File: src/rtl/song_reader_if.sv
// song_reader_if
// Bundles the song reader's control and ROM signals so the player, ROM and
// note player can be wired with a single connection.
//   play             : level, 1 = run song, 0 = pause
//   song             : selected song number
//   rom_addr         : {song, note index} presented to a synchronous ROM
//   rom_data         : {note[11:6], duration[5:0]}, one cycle after rom_addr
//   note_to_load     : note code handed to the note player
//   duration_to_load : note length in beats
//   load_new_note    : one-cycle strobe, note/duration valid with it
//   note_done        : one-cycle strobe from the note player
//   song_done        : one-cycle strobe at the end of a song
// slave modport is the song reader's view, master is the environment's view.
interface song_reader_if #(
  parameter int SONG_BITS = 2,
  parameter int NOTE_BITS = 5
);
  logic                           play;
  logic [SONG_BITS-1:0]           song;
  logic [SONG_BITS+NOTE_BITS-1:0] rom_addr;
  logic [11:0]                    rom_data;
  logic [5:0]                     note_to_load;
  logic [5:0]                     duration_to_load;
  logic                           load_new_note;
  logic                           note_done;
  logic                           song_done;

  modport slave (
    input  play, song, rom_data, note_done,
    output rom_addr, note_to_load, duration_to_load, load_new_note, song_done
  );

  modport master (
    output play, song, rom_data, note_done,
    input  rom_addr, note_to_load, duration_to_load, load_new_note, song_done
  );
endinterface

File: src/rtl/song_reader.sv
// song_reader
// Walks through the notes of the selected song in a synchronous ROM and hands
// each note to a note player, waiting for the player to finish before moving
// on. A zero duration marks the end of a song; otherwise the song ends after
// its last (2^NOTE_BITS-1) note.
// Ports:
//   clk   : system clock, rising edge
//   reset : asynchronous, active-low
//   bus   : song_reader_if.slave (play, song, rom_addr, rom_data,
//           note_to_load, duration_to_load, load_new_note, note_done,
//           song_done)
// Build option:
//   SONG_LOOP_EN defined   -> after the end of a song it restarts at note 0
//   SONG_LOOP_EN undefined -> it stops until play drops or the song changes
module song_reader #(
  parameter int SONG_BITS = 2,
  parameter int NOTE_BITS = 5
) (
  input  logic          clk,
  input  logic          reset,
  song_reader_if.slave  bus
);

  typedef enum logic [2:0] {
    S_IDLE,
    S_FETCH,
    S_DECODE,
    S_ISSUE,
    S_WAIT_DONE,
    S_END,
    S_STOPPED
  } state_t;

  localparam logic [NOTE_BITS-1:0] LAST_NOTE = '1;

  state_t                         r_state;
  logic [SONG_BITS-1:0]           r_song_latched;
  logic [NOTE_BITS-1:0]           r_note_index;
  logic [SONG_BITS+NOTE_BITS-1:0] r_rom_addr;
  logic [5:0]                     r_note_to_load;
  logic [5:0]                     r_duration_to_load;
  logic                           r_load_new_note;
  logic                           r_song_done;

  logic [NOTE_BITS-1:0]           w_next_index;

  assign w_next_index = r_note_index + NOTE_BITS'(1);

  // Outputs are registered alongside the state so they match the state the
  // FSM is entering (load in ISSUE, song_done in END).
  always_ff @(posedge clk or negedge reset) begin
    if (!reset) begin
      r_state            <= S_IDLE;
      r_song_latched     <= '0;
      r_note_index       <= '0;
      r_rom_addr         <= '0;
      r_note_to_load     <= '0;
      r_duration_to_load <= '0;
      r_load_new_note    <= 1'b0;
      r_song_done        <= 1'b0;
    end else begin
      r_load_new_note <= 1'b0;
      r_song_done     <= 1'b0;
      if (bus.song != r_song_latched) begin
        // A new song restarts from its first note, overriding everything.
        r_song_latched <= bus.song;
        r_note_index   <= '0;
        r_state        <= S_IDLE;
      end else if (!bus.play && r_state != S_STOPPED) begin
        // Pause keeps the note index, so resuming replays the current note.
        r_state <= S_IDLE;
      end else begin
        case (r_state)
          S_IDLE: begin
            // play is known high here; the pause branch caught play low.
            r_state    <= S_FETCH;
            r_rom_addr <= {r_song_latched, r_note_index};
          end
          S_FETCH: begin
            // The ROM word for rom_addr arrives during DECODE.
            r_state <= S_DECODE;
          end
          S_DECODE: begin
            if (bus.rom_data[5:0] == 6'd0) begin
              r_state     <= S_END;
              r_song_done <= 1'b1;
            end else begin
              r_note_to_load     <= bus.rom_data[11:6];
              r_duration_to_load <= bus.rom_data[5:0];
              r_load_new_note    <= 1'b1;
              r_state            <= S_ISSUE;
            end
          end
          S_ISSUE: begin
            r_state <= S_WAIT_DONE;
          end
          S_WAIT_DONE: begin
            if (bus.note_done) begin
              if (r_note_index == LAST_NOTE) begin
                r_state     <= S_END;
                r_song_done <= 1'b1;
              end else begin
                r_note_index <= w_next_index;
                r_rom_addr   <= {r_song_latched, w_next_index};
                r_state      <= S_FETCH;
              end
            end
          end
          S_END: begin
`ifdef SONG_LOOP_EN
            r_note_index <= '0;
            r_rom_addr   <= {r_song_latched, {NOTE_BITS{1'b0}}};
            r_state      <= S_FETCH;
`else
            r_state <= S_STOPPED;
`endif
          end
          S_STOPPED: begin
            // Leaves only when play drops; a song change is handled above.
            if (!bus.play) begin
              r_note_index <= '0;
              r_state      <= S_IDLE;
            end
          end
          default: r_state <= S_IDLE;
        endcase
      end
    end
  end

  assign bus.rom_addr         = r_rom_addr;
  assign bus.note_to_load     = r_note_to_load;
  assign bus.duration_to_load = r_duration_to_load;
  assign bus.load_new_note    = r_load_new_note;
  assign bus.song_done        = r_song_done;

endmodule
File: src/flat_wrapper.sv
// flat-port wrapper written by rule: the top's interface ports become plain ports
module song_reader_flat 
#(
  parameter int SONG_BITS = 2,
  parameter int NOTE_BITS = 5
)
  (clk, reset, bus_play, bus_song, bus_rom_data, bus_note_done, bus_rom_addr, bus_note_to_load, bus_duration_to_load, bus_load_new_note, bus_song_done);
  song_reader_if #(.SONG_BITS(SONG_BITS), .NOTE_BITS(NOTE_BITS)) bus_i ();
  input  logic clk;
  input  logic reset;
  input wire logic [$bits(bus_i.play)-1:0] bus_play;
  input wire logic [$bits(bus_i.song)-1:0] bus_song;
  input wire logic [$bits(bus_i.rom_data)-1:0] bus_rom_data;
  input wire logic [$bits(bus_i.note_done)-1:0] bus_note_done;
  output wire logic [$bits(bus_i.rom_addr)-1:0] bus_rom_addr;
  output wire logic [$bits(bus_i.note_to_load)-1:0] bus_note_to_load;
  output wire logic [$bits(bus_i.duration_to_load)-1:0] bus_duration_to_load;
  output wire logic [$bits(bus_i.load_new_note)-1:0] bus_load_new_note;
  output wire logic [$bits(bus_i.song_done)-1:0] bus_song_done;
  assign bus_i.play = bus_play;
  assign bus_i.song = bus_song;
  assign bus_i.rom_data = bus_rom_data;
  assign bus_i.note_done = bus_note_done;
  assign bus_rom_addr = bus_i.rom_addr;
  assign bus_note_to_load = bus_i.note_to_load;
  assign bus_duration_to_load = bus_i.duration_to_load;
  assign bus_load_new_note = bus_i.load_new_note;
  assign bus_song_done = bus_i.song_done;
  song_reader #(.SONG_BITS(SONG_BITS), .NOTE_BITS(NOTE_BITS)) u_core (.clk(clk), .reset(reset), .bus(bus_i));
endmodule
File: config.mk
export PLATFORM = sky130hd
export DESIGN_NAME = song_reader_flat
export DESIGN_NICKNAME = d
export VERILOG_FILES = /design/src/rtl/song_reader_if.sv /design/src/rtl/song_reader.sv /design/src/flat_wrapper.sv
export SDC_FILE = /design/constraint.sdc
export NUM_CORES = 1
export LEC_CHECK = 0
export CAP_MARGIN = 20
export CORE_ASPECT_RATIO = 1.5
export CORE_MARGIN = 8
export CORE_UTILIZATION = 52
export CTS_BUF_LIST = sky130_fd_sc_hd__clkbuf_16
export DETAILED_ROUTE_END_ITERATION = 8
export PLACE_DENSITY = 0.84
export SETUP_SLACK_MARGIN = 0.05
export SLEW_MARGIN = 20
export SYNTH_ARGS = -nofsm -noshare
export SYNTH_HDL_FRONTEND = slang
export SYNTH_SLANG_ARGS = --single-unit
File: constraint.sdc
create_clock -name clk -period 3 [get_ports clk]
set_input_delay 0.3 -clock clk [delete_from_list [all_inputs] [get_ports clk]]
set_output_delay 0.3 -clock clk [all_outputs]
set_load 0.02 [all_outputs]
==> results.cfg <==
[synthesis]
ys_async_sr_fraction_pct = 100.0
yosysUniqueCellTypes = 40
ys.warnings.count = 0
synth_fp_nets = 137
synthCells = 117
yosysSeqAreaShare_pct = 51.28
synthFlopType = dfrtp_1
synth_edf_count = 0
syn-cell-area_um2 = 1513
syn_area_per_cell_um2 = 12.93
ys_ff_latch = 31

[clocking]
h-tree-depth = 2
clkLatencyLatePin_ps = 280
cts_buffers = 5
cts_sinks = 31
clk_root_buffer_cell = clkbuf_16
cts_setup_buffers = 0
hold_buffers = 0
cts_tree = built
path_clk_slew_ps = 50
cts_buffer_depth = 2
cts_resized = 0

[global_routing]
grt_pass1_wl_mm = 5.713
antenna_found_initial = 0
grt_overflow = 0
track_usage_pct = 15.92
grt_max_degree = 32
grt_pass1_vias = 1135

[routing]
wl_met2_mm = 1.850
wl_met1_mm = 1.264
highest_layer = met4
drt.antenna.violating_nets = 0
drt_wl_total_mm = 3.353
wl_met3_um = 133
viasPerCell = 5.393
firstDrtPassIters = 4
num_vias = 1057
wl_per_cell_um = 17.11
drc = 0
drt_iter0_drc = 26

[critical_path]
cp-end-kind = flop
arrival_ps = 2420
crit_path_max_incr_delay_ps = 440
path_cells = ha_1 -> and3_1 -> ha_1 -> nand2b_1 -> a21oi_1 -> nand3_1 -> mux2_1
crit_required_ps = 3150
crit_fanout = 7
crit_start = u_core.r_note_index[0]$_DFFE_PN0P_
r2r-end = u_core.bus.rom_addr[3]$_DFFE_PN0P_
slowest_stage = dfrtp_1
critPathCapture = u_core.bus.rom_addr[3]$_DFFE_PN0P_
worstSetupStartpointType = flop
crit_top_cell = ha_1
reg2regPathDepth = 7
critPathKind = flop to flop
worstReg2RegStart = u_core.r_note_index[0]$_DFFE_PN0P_
r2r_setup_slack_ps = 730

[timing]
tightest_slew_ps = 427.8
fmax_ghz = 0.4414
slew_viol_final = 0
setup_viol = 0
rsz0062_at_grt = no
timing.slew.headroom_pct = 71.48
hold_violations = 0
finalCritPeriodShare_pct = 75.51
tns_ps = 0
fin_skew_ps = 3.563
fin_crit_ps = 2265

[power_and_ir_drop]
cellPowerDensity_nw_per_um2 = 530.5
vdd_ir_drop_max_mv = 0.4760
p_leak_nw = 0.9467

[floorplan]
initial_utilization_pct = 53.03
die_height_um = 82.06
row_count = 24
core_area_um2 = 2853
dieArea_um2 = 4927
fp.dieW_um = 60.04
boundaryPins = 39

[min_path]
hp-class = input pin to asynchronous set/reset pin

[final_layout]
drive_gt1_share_pct = 20.38
finish.utilization_pct = 71.62
fill_cells = 214
syn_to_final_growth_pct = 35.07
finalInstanceArea_um2 = 2043
fin_nets = 176
diodes = 0

[placement]
gp_congestion = 0.9142
post_dp_cell_area_um2 = 1906
io_buffers = 38
hpwl_mm = 2.489

[outcome]
outcome = finished clean

[run]
cap_viol_max_count = 0
-- kinds of logic (layout without fill, tap and decap cells) --
| group | count (synthesis) | after routing | share of synthesized area [%] |
|---|---|---|---|
| xor gates and xnor gates | 5 | 5 | 2.895 |
| and+or+nand+nor | 34 | 34 | 15.47 |
| DFF | 31 | 31 | 51.28 |
| buffers and inverters | 9 | 49 | 3.391 |
| adders and majority gates | 2 | 2 | 1.654 |
| AOI/OAI and AO/OA | 14 | 14 | 6.535 |
| muxes | 22 | 22 | 18.78 |
-- state kept, by name, summed over array words and instances (netlist names) --
signal                       flops
u_core.bus.duration_to_load      6
u_core.bus.load_new_note         1
u_core.bus.note_to_load          6
u_core.bus.rom_addr              7
u_core.bus.song_done             1
u_core.r_note_index              5
u_core.r_song_latched            2
u_core.r_state                   3
-- cell usage in the layout, fill, tap and decap left out, types with 3 or more instances in the layout --
cell type / netlist / final
nand2_1: 5 / 5
nand3_1: 3 / 3
clkdlybuf4s50_1: 0 / 38
dfrtp_1: 31 / 31
mux2_4: 10 / 10
nor2b_1: 3 / 3
a21oi_1: 4 / 4
mux2_1: 3 / 3
inv_1: 1 / 3
mux2_2: 8 / 8
nor2_1: 5 / 5
xnor2_1: 4 / 4
nand2b_1: 4 / 4
clkbuf_16: 0 / 5
-- worst max-delay path: cells and delay by family (launching register included) --
family | cells | cell delay [ps]
and+or+nand+nor | 3 | 660
adders and majority gates | 2 | 480
DFF | 1 | 440
muxes | 1 | 410
AOI/OAI and AO/OA | 1 | 160
-- metrics by stage --
stage,hold slack [ps],cells,power [W],worst slack (ps)
after floorplan,4.409,117,0.0005354,1005
after global placement,475.4,188,0.0006203,750.2
after detailed placement,492.8,188,0.0006262,671.9
after CTS,436.9,196,0.001092,713.6
after global routing,474.4,196,0.001130,621.4
final,417.1,196,0.001084,734.7
-- cells in the mapped netlist (2+ instances only) --
cell type  instances  area share, %
nor4_1             2           0.83
a22oi_1            2           0.99
mux2_4            10            9.9
xnor2_1            4            2.3
a21oi_1            4            1.3
nand2_1            5            1.2
mux2_1             3            2.2
nand2b_1           4            1.7
dfrtp_1           31             51
ha_1               2            1.7
clkbuf_1           5            1.2
nor2b_1            3            1.2
nor2_1             5            1.2
nand3b_1           2           0.99
mux2_2             8            6.0
nand3_1            3           0.99
-- how the worst min path moves through the flow --
stage	startpoint	end	slack (ps)	cells after the start
final	reset	u_core.bus.note_to_load[4]$_DFFE_PN0P_	420	2
after global routing	reset	u_core.bus.note_to_load[4]$_DFFE_PN0P_	470	2
after CTS	reset	u_core.r_song_latched[1]$_DFFE_PN0N_	440	2
after detailed placement	u_core.bus.rom_addr[2]$_DFFE_PN0P_	u_core.bus.rom_addr[2]$_DFFE_PN0P_	490	1
after global placement	u_core.bus.duration_to_load[1]$_DFFE_PN0P_	u_core.bus.duration_to_load[1]$_DFFE_PN0P_	480	1
after floorplan	reset	u_core.bus.duration_to_load[0]$_DFFE_PN0P_	4	0
-- routing by layer --
metal	track usage, %	up-vias
met5	0	-
met4	8.873	0
met3	4.859	9
met2	27.84	28
met1	16.32	523
li1	-	497
-- final cells by class --
cell class	count	area, µm²	share of cell area, %
tap	39	48.80	2.388
clock inverter	3	12.51	0.6124
clock buffer	5	125.1	6.124
multi-input combinational	77	685.7	33.56
timing repair buffer	39	387.9	18.98
sequential	31	775.7	37.97
inverter	2	7.507	0.3674
-- power breakdown --
part	leakage, nW	switching (W)	total, W	internal [W]
clock network	0.0762	0.000167	0.000466	0.000298
logic	0.449	0.0000728	0.000159	0.0000858
registers	0.422	0.0000168	0.000460	0.000443
No activity file was read; power rests on OpenSTA's default activity.
